`src/rtl/ps2_scancode_rx.sv`:
```
// PS/2 set-2 keyboard receiver: conditions the raw lines, frames 11-bit words and turns make/break/E0 sequences into one key_valid per press.
// Optional feature: define PS2_PARITY_CHECK_EN to reject frames whose odd parity is wrong.
module ps2_scancode_rx #(
    parameter int FILTER_LEN     = 4,
    parameter int TIMEOUT_CYCLES = 5000
) (
    input  logic       clk,
    input  logic       reset_n,
    input  logic       ps2_clk,
    input  logic       ps2_data,
    output logic [7:0] key_code,
    output logic       key_extended,
    output logic       key_valid,
    output logic       frame_error
);

    localparam int FW = $clog2(FILTER_LEN + 1);
    localparam int TW = $clog2(TIMEOUT_CYCLES + 1);

    localparam logic [7:0] BYTE_EXT   = 8'hE0;
    localparam logic [7:0] BYTE_BREAK = 8'hF0;

    typedef enum logic [1:0] {
        S_IDLE   = 2'd0,
        S_DATA   = 2'd1,
        S_PARITY = 2'd2,
        S_STOP   = 2'd3
    } state_t;

    // Synchronizers idle high, matching an undriven open-collector PS/2 bus
    logic [1:0]    r_clk_sync;
    logic [1:0]    r_data_sync;
    logic          w_clk_s;
    logic          w_data_s;

    logic          r_filt_clk;
    logic [FW-1:0] r_filt_cnt;
    logic          w_filt_flip;
    logic          w_bit_event;

    state_t        r_state;
    state_t        w_state_next;
    logic [2:0]    r_bit_cnt;
    logic [7:0]    r_shift;
    logic [TW-1:0] r_to_cnt;
    logic          w_timeout;
    logic          w_accept;
    logic          w_err;
    logic          w_parity_ok;

    logic          r_ext_pending;
    logic          r_break_pending;
    logic          r_held_valid;
    logic [7:0]    r_held_code;
    logic          r_held_ext;
    logic          w_held_match;

    logic [7:0]    r_key_code;
    logic          r_key_extended;
    logic          r_key_valid;
    logic          r_frame_error;

    always_ff @(posedge clk or negedge reset_n) begin
        if (!reset_n) begin
            r_clk_sync  <= 2'b11;
            r_data_sync <= 2'b11;
        end else begin
            r_clk_sync  <= {r_clk_sync[0], ps2_clk};
            r_data_sync <= {r_data_sync[0], ps2_data};
        end
    end

    assign w_clk_s  = r_clk_sync[1];
    assign w_data_s = r_data_sync[1];

    // Filtered clock only follows the synchronized line after FILTER_LEN consecutive differing samples
    assign w_filt_flip = (w_clk_s != r_filt_clk) && (r_filt_cnt == FW'(FILTER_LEN - 1));
    assign w_bit_event = w_filt_flip && r_filt_clk;

    always_ff @(posedge clk or negedge reset_n) begin
        if (!reset_n) begin
            r_filt_clk <= 1'b1;
            r_filt_cnt <= '0;
        end else if (w_clk_s == r_filt_clk) begin
            r_filt_cnt <= '0;
        end else if (w_filt_flip) begin
            r_filt_clk <= w_clk_s;
            r_filt_cnt <= '0;
        end else begin
            r_filt_cnt <= r_filt_cnt + 1'b1;
        end
    end

`ifdef PS2_PARITY_CHECK_EN
    logic r_parity;

    always_ff @(posedge clk or negedge reset_n) begin
        if (!reset_n) begin
            r_parity <= 1'b0;
        end else if (w_bit_event && (r_state == S_PARITY)) begin
            r_parity <= w_data_s;
        end
    end

    assign w_parity_ok = ^{r_shift, r_parity};
`else
    assign w_parity_ok = 1'b1;
`endif

    // A bit event in the same cycle always beats the timeout
    assign w_timeout = (r_state != S_IDLE) && !w_bit_event &&
                       (r_to_cnt == TW'(TIMEOUT_CYCLES));

    always_comb begin
        w_state_next = r_state;
        w_accept     = 1'b0;
        w_err        = 1'b0;
        case (r_state)
            S_IDLE: begin
                if (w_bit_event && !w_data_s) begin
                    w_state_next = S_DATA;
                end
            end
            S_DATA: begin
                if (w_bit_event && (r_bit_cnt == 3'd7)) begin
                    w_state_next = S_PARITY;
                end
            end
            S_PARITY: begin
                if (w_bit_event) begin
                    w_state_next = S_STOP;
                end
            end
            S_STOP: begin
                if (w_bit_event) begin
                    w_state_next = S_IDLE;
                    if (w_data_s && w_parity_ok) begin
                        w_accept = 1'b1;
                    end else begin
                        w_err = 1'b1;
                    end
                end
            end
            default: w_state_next = S_IDLE;
        endcase
        if (w_timeout) begin
            w_state_next = S_IDLE;
            w_err        = 1'b1;
        end
    end

    always_ff @(posedge clk or negedge reset_n) begin
        if (!reset_n) begin
            r_state   <= S_IDLE;
            r_bit_cnt <= '0;
            r_shift   <= '0;
            r_to_cnt  <= '0;
        end else begin
            r_state <= w_state_next;
            if ((r_state == S_IDLE) || w_bit_event) begin
                r_to_cnt <= '0;
            end else begin
                r_to_cnt <= r_to_cnt + 1'b1;
            end
            if (w_bit_event && (r_state == S_IDLE)) begin
                r_bit_cnt <= '0;
            end else if (w_bit_event && (r_state == S_DATA)) begin
                r_shift   <= {w_data_s, r_shift[7:1]};
                r_bit_cnt <= r_bit_cnt + 1'b1;
            end
        end
    end

    assign w_held_match = r_held_valid && (r_shift == r_held_code) &&
                          (r_ext_pending == r_held_ext);

    // Byte decoder: prefixes arm pending flags, anything else resolves them
    always_ff @(posedge clk or negedge reset_n) begin
        if (!reset_n) begin
            r_ext_pending   <= 1'b0;
            r_break_pending <= 1'b0;
            r_held_valid    <= 1'b0;
            r_held_code     <= '0;
            r_held_ext      <= 1'b0;
            r_key_code      <= '0;
            r_key_extended  <= 1'b0;
            r_key_valid     <= 1'b0;
            r_frame_error   <= 1'b0;
        end else begin
            r_key_valid   <= 1'b0;
            r_frame_error <= w_err;
            if (w_timeout) begin
                r_ext_pending   <= 1'b0;
                r_break_pending <= 1'b0;
            end else if (w_accept) begin
                if (r_shift == BYTE_EXT) begin
                    r_ext_pending <= 1'b1;
                end else if (r_shift == BYTE_BREAK) begin
                    r_break_pending <= 1'b1;
                end else begin
                    r_ext_pending   <= 1'b0;
                    r_break_pending <= 1'b0;
                    if (r_break_pending) begin
                        if (w_held_match) begin
                            r_held_valid <= 1'b0;
                        end
                    end else if (!w_held_match) begin
                        r_key_code     <= r_shift;
                        r_key_extended <= r_ext_pending;
                        r_held_code    <= r_shift;
                        r_held_ext     <= r_ext_pending;
                        r_held_valid   <= 1'b1;
                        r_key_valid    <= 1'b1;
                    end
                end
            end
        end
    end

    assign key_code     = r_key_code;
    assign key_extended = r_key_extended;
    assign key_valid    = r_key_valid;
    assign frame_error  = r_frame_error;

endmodule
```
`config.mk`:
```
export PLATFORM = sky130hd
export DESIGN_NAME = ps2_scancode_rx
export DESIGN_NICKNAME = d
export VERILOG_FILES = /design/src/rtl/ps2_scancode_rx.sv
export SDC_FILE = /design/constraint.sdc
export NUM_CORES = 1
export LEC_CHECK = 0
export ABC_AREA = 1
export CAP_MARGIN = 30
export CORE_MARGIN = 2
export CORE_UTILIZATION = 53
export CTS_CLUSTER_SIZE = 25
export DETAILED_ROUTE_END_ITERATION = 10
export PLACE_DENSITY = 0.72
export SYNTH_ARGS = -nofsm -noshare
export SYNTH_HDL_FRONTEND = slang
export SYNTH_SLANG_ARGS = --single-unit
```
`constraint.sdc`:
```
create_clock -name clk -period 4.37 [get_ports clk]
set_input_delay 1.311 -clock clk [delete_from_list [all_inputs] [get_ports clk]]
set_output_delay 1.311 -clock clk [all_outputs]
set_load 0.01 [all_outputs]
```
==> results.toml, run 1 <==
[clocking]
cts_tree = "built"
cts-buffers-inserted = 5
postCtsSetupBuffers = 0
clk_pin_slew_ns = 0.08
cts_resized = 0
clk_latency_ns = 0.30
cts_hold_repair.buffers = 0
cts_max_level = 2
cts_sinks = 48
cts_root_buf = "clkbuf_8"
cts_buffer_depth = 2

[global_route]
met1_usage_pct = 26.5
grt-busiest-layer = "met2"
grt_max_degree = 34
overflow = 0
use_met3_pct = 4.22
grtUsageMet2_pct = 28.6
grt_pass1_wl_um = 7440
grt_usage_pct = 18.9
grt_pass1_vias = 1671
antenna_found_initial = 0

[pwr]
p_sw_mw = 0.393
switching_share_pct = 34.1
clkPwrFrac_pct = 24.5
power.density_nw_per_um2 = 426
power_frac_comb_pct = 26.7
p_leak_nw = 1.35
peakVddDrop_mv = 0.202
intPower_mw = 0.761
seqPwrFrac_pct = 48.9

[hold_path]
min_to = "r_clk_sync[1]$_DFF_PN1_"
hold_class = "reg -> reg"
hold-path-cell-count = 0
hp-start = "r_clk_sync[0]$_DFF_PN1_"

[synthesis]
yosys_warnings = 0
yosys.cell_count.top_type = "nand2_1"
yosys.area.top_type = "dfrtp_1"
netlist_area_um2 = 2410
synthArstFlopShare_pct = 100
synth_fp_nets = 310
synth_seq_cells = 48
synth_cells = 296
ys_types = 23
synth_common_cells = "nand2_1, inv_1, dfrtp_1, nor2_1, nand3_1"
yosysSeqAreaShare_pct = 50.2
synth_top_area_share_pct = 44.7
synth-main-ff-cell = "dfrtp_1"
avgSynthCellArea_um2 = 8.13
synth_area_leaders = "dfrtp_1, nand2_1, inv_1"
synth_edf_count = 0

[drt]
vias = 1811
drc = 0
ant_nets = 0
wirelength_um = 4270
drt_iter0_markers = 94
first_pass_iters = 4
wire_per_inst_um = 11.6
via_per_inst = 4.92

[placement]
port_buffers = 14
dpl_worst_slack_ns = 2.14
dpl_cell_area_um2 = 2610
place_hpwl_um = 3090
place.gp.congestion = 0.806

[setup_path]
path_cells = "clkdlybuf4s50_1"
cp_max_fo = 4
start_kind = "register"
crit_type = "reg -> out"
cp_data_required_time_ns = 3.06
r2r_end = "r_break_pending$_DFFE_PN0P_"
slowest_stage = "clkdlybuf4s50_1"
worstReg2RegStart = "r_filt_cnt[0]$_DFF_PN0_"
cp.depth = 1
reg2reg_depth = 9
regToRegSetupSlack_ns = 2.57
critPathArrivalTime_ns = 1.26
critPathMaxStageDelay_ns = 0.56
cp-end-kind = "output pin"
crit_buf_inv = 1
crit_family = "buffers and inverters"

[timing]
setup_viol = 0
setup_tns_ns = 0
max-slew-margin-rel_pct = 73.4
fmax_mhz = 389
rsz0062_at_grt = "no"
finalCritPeriodShare_pct = 58.8
finClkSkew_ns = 0.00588
tightest_slew_ns = 0.399
whs_ns = 0.362
slew_viol_final = 0
hold_viol = 0
period_needed_ns = 2.57
fin_ws_ns = 1.80

[die]
rows = 24
core_area_um2 = 4350
io_pins = 15
initial_utilization_pct = 55.3
die-area_um2 = 5090
die_y_um = 71.4
fp.dieW_um = 71.4

[final_layout]
fin_util_pct = 62.2
drive_above_1_share_pct = 9.81
final_cell_area_um2 = 2710
fin_nets = 330
diodes = 0
areaGrowthSynthToFinish_pct = 12.5

[flow_run]
cap_violations = 0

[run_status]
outcome = "finished, final reports clean"
power groups by stage:
stage,Combinational (mW),Clock [mW],Sequential (mW)
6_report,0.308,0.283,0.564
3_3_place_gp,0.298,0,0.570
5_1_grt,0.367,0.311,0.572
4_1_cts,0.315,0.292,0.563
3_5_place_dp,0.313,0,0.571
2_1_floorplan,0.245,0,0.560
per-stage QoR:
| step | power, mW | std cells |
|---|---|---|
| 6_report | 1.15 | 368 |
| 5_1_grt | 1.25 | 368 |
| 4_1_cts | 1.17 | 368 |
| 3_5_place_dp | 0.884 | 361 |
| 3_3_place_gp | 0.868 | 360 |
| 2_1_floorplan | 0.805 | 296 |
registers in the layout (all words and copies together), names as in the netlist, 2 cells and up:
name and flops:
key_code 8, r_to_cnt 13, r_shift 8, r_clk_sync 2, r_state 2, r_bit_cnt 3, r_data_sync 2, r_filt_cnt 3
layer usage:
layer,wire length (µm),up-vias
met3,121,2
met5,0,-
met2,1930,22
li1,-,945
met1,2180,842
met4,36,0
area by class of cell:
cell class,instances,area (µm²)
timing repair buffer,15,155
multi-input combinational,197,998
sequential,48,1210
tap,52,65.1
fill,402,1650
clock buffer,7,96.3
inverter,49,184
logic make-up after synthesis:
family / Yosys count / share of synthesized area, %
simple gates: 154 / 28.3
buf+inv: 51 / 8.32
flops: 48 / 50.2
compound gates: 29 / 6.50
fa+ha+maj: 10 / 5.20
xor+xnor: 4 / 1.46
cells in the final DEF (no fill, tap or decap), drive strengths merged:
master	n
nand4	3
nand3b	1
a21oi	9
clkbuf	7
dfrtp	43
nor2	39
buf	2
clkdlybuf4s50	13
nor3	5
dfstp	5
ha	10
inv	49
xor2	4
o21ai	20
nand3	21
nand2	85
worst max-delay path by stage:
stage                            startpoint                  end  slack, ns
finish              key_code[7]$_DFFE_PN0P_          key_code[7]       1.80
global route        key_code[3]$_DFFE_PN0P_          key_code[3]       1.75
CTS                 key_code[7]$_DFFE_PN0P_          key_code[7]       1.79
detailed placement  key_code[3]$_DFFE_PN0P_          key_code[3]       2.14
global placement                    reset_n  key_valid$_DFF_PN0_       2.12
floorplan           key_code[0]$_DFFE_PN0P_          key_code[0]       2.66
Power figures use the tool's default switching activity.
==> run 2, diff against run 1 <==
PLACE_DENSITY = 0.75   (was 0.72)
clock period = 2.1 ns   (was 4.37 ns; I/O delays follow)
==> run 2 against run 1 <==
Final area down 0.14%. Hold slack worse by 0.060 ns. Via count up 1.9%. Total power up 110%. Largest power group unchanged.
==> results.toml, run 2 (same netlist as run 1, synthesis figures left out) <==
[run_status]
outcome = "finished, final reports clean"

[global_route]
grt_max_degree = 49
grt_pass1_vias = 1726
grt_pass1_wl_um = 7760
grt_usage_pct = 19.4
antenna_found_initial = 0
overflow = 0

[final_layout]
diodes = 0
areaGrowthSynthToFinish_pct = 12.3
fin_cells = 369
fin_util_pct = 62.1
drive_above_1_share_pct = 10.1
regMostFlops = "r_to_cnt"
layout_commonest_cell = "nand2_1"
final_cell_area_um2 = 2700
layout_common_cells = "nand2_1, inv_1, dfrtp_1"
largest_register_ffs = 13
fin_nets = 330

[clocking]
cts_tree = "built"
cts_hold_repair.buffers = 0
cts_buffer_depth = 2
cts_resized = 0
cts-buffers-inserted = 5
cts_sinks = 48
cts_root_buf = "clkbuf_8"
clk_latency_ns = 0.29
cts_max_level = 2
clk_pin_slew_ns = 0.09
postCtsSetupBuffers = 0

[placement]
placed_cells = 361
place.gp.congestion = 0.844
dpl_cell_area_um2 = 2610
dpl_worst_slack_ns = 0.301
port_buffers = 14
place_hpwl_um = 3120

[pwr]
power.density_nw_per_um2 = 879
intPower_mw = 1.55
switching_share_pct = 34.6
p_leak_nw = 1.35
p_sw_mw = 0.822
clkPwrFrac_pct = 23.7
seqPwrFrac_pct = 49.5
p_total_mw = 2.37
peakVddDrop_mv = 0.724
power_frac_comb_pct = 26.8

[setup_path]
cp_data_required_time_ns = 1.47
crit_type = "reg -> out"
critPathArrivalTime_ns = 1.27
crit_buf_inv = 1
regToRegSetupSlack_ns = 0.30
reg2reg_depth = 9
path_cells = "clkdlybuf4s50_1"
slowest_stage = "clkdlybuf4s50_1"
cp-end-kind = "output pin"
start_kind = "register"
worstReg2RegStart = "r_filt_cnt[0]$_DFF_PN0_"
crit_family = "buffers and inverters"
r2r_end = "r_ext_pending$_DFFE_PN0P_"
cp_max_fo = 4
critPathMaxStageDelay_ns = 0.56

[timing]
tightest_slew_ns = 0.399
fin_ws_ns = 0.199
hold_viol = 0
finClkSkew_ns = 0.00455
setup_tns_ns = 0
slew_viol_final = 0
period_needed_ns = 1.90
rsz0062_at_grt = "no"
finalCritPeriodShare_pct = 90.5
whs_ns = 0.303
setup_viol = 0
max-slew-margin-rel_pct = 73.4
fmax_mhz = 526

[drt]
wire_per_inst_um = 11.8
drc = 0
wirelength_um = 4350
ant_nets = 0
vias = 1846
via_per_inst = 5.00
first_pass_iters = 4
drt_iter0_markers = 106

[die]
fp.dieW_um = 71.4
initial_utilization_pct = 55.3
die_y_um = 71.4
io_pins = 15
core_area_um2 = 4350
rows = 24
die-area_um2 = 5090

[hold_path]
hold_class = "in -> async"

[flow_run]
cap_violations = 0
-- run 2: final cells by class --
class	instances	area [µm²]
Multi-Input combinational cell	197	998
Sequential cell	48	1210
Clock buffer	6	82.6
Clock inverter	2	10.0
Fill cell	365	1650
Timing Repair Buffer	15	155
Tap cell	52	65.1
Inverter	49	184
-- run 2: power groups by stage --
stage	Sequential, mW	Combinational, mW	Clock, mW
6_report	1.18	0.636	0.562
5_1_grt	1.20	0.768	0.606
4_1_cts	1.18	0.645	0.576
3_5_place_dp	1.19	0.644	0
3_3_place_gp	1.19	0.616	0
2_1_floorplan	1.16	0.511	0
-- run 2: layer usage --
layer  GRT usage, %  part of all wire, %  vias to the layer above
met5              0                    0                        -
met4           7.34                  1.3                        0
met3           4.36                  3.2                        4
met2           29.2                   45                       26
met1           27.7                   50                      864
li1               -                    -                      952
-- run 2: how the worst max path moves through the flow --
stage / endpoint / cells after the start / start
6_report: key_code[7] / 1 / key_code[7]$_DFFE_PN0P_
5_1_grt: r_break_pending$_DFFE_PN0P_ / 9 / r_filt_cnt[0]$_DFF_PN0_
4_1_cts: key_code[7] / 1 / key_code[7]$_DFFE_PN0P_
3_5_place_dp: r_ext_pending$_DFFE_PN0P_ / 9 / r_filt_cnt[0]$_DFF_PN0_
3_3_place_gp: r_ext_pending$_DFFE_PN0P_ / 9 / r_filt_cnt[0]$_DFF_PN0_
2_1_floorplan: r_break_pending$_DFFE_PN0P_ / 9 / r_filt_cnt[0]$_DFF_PN0_
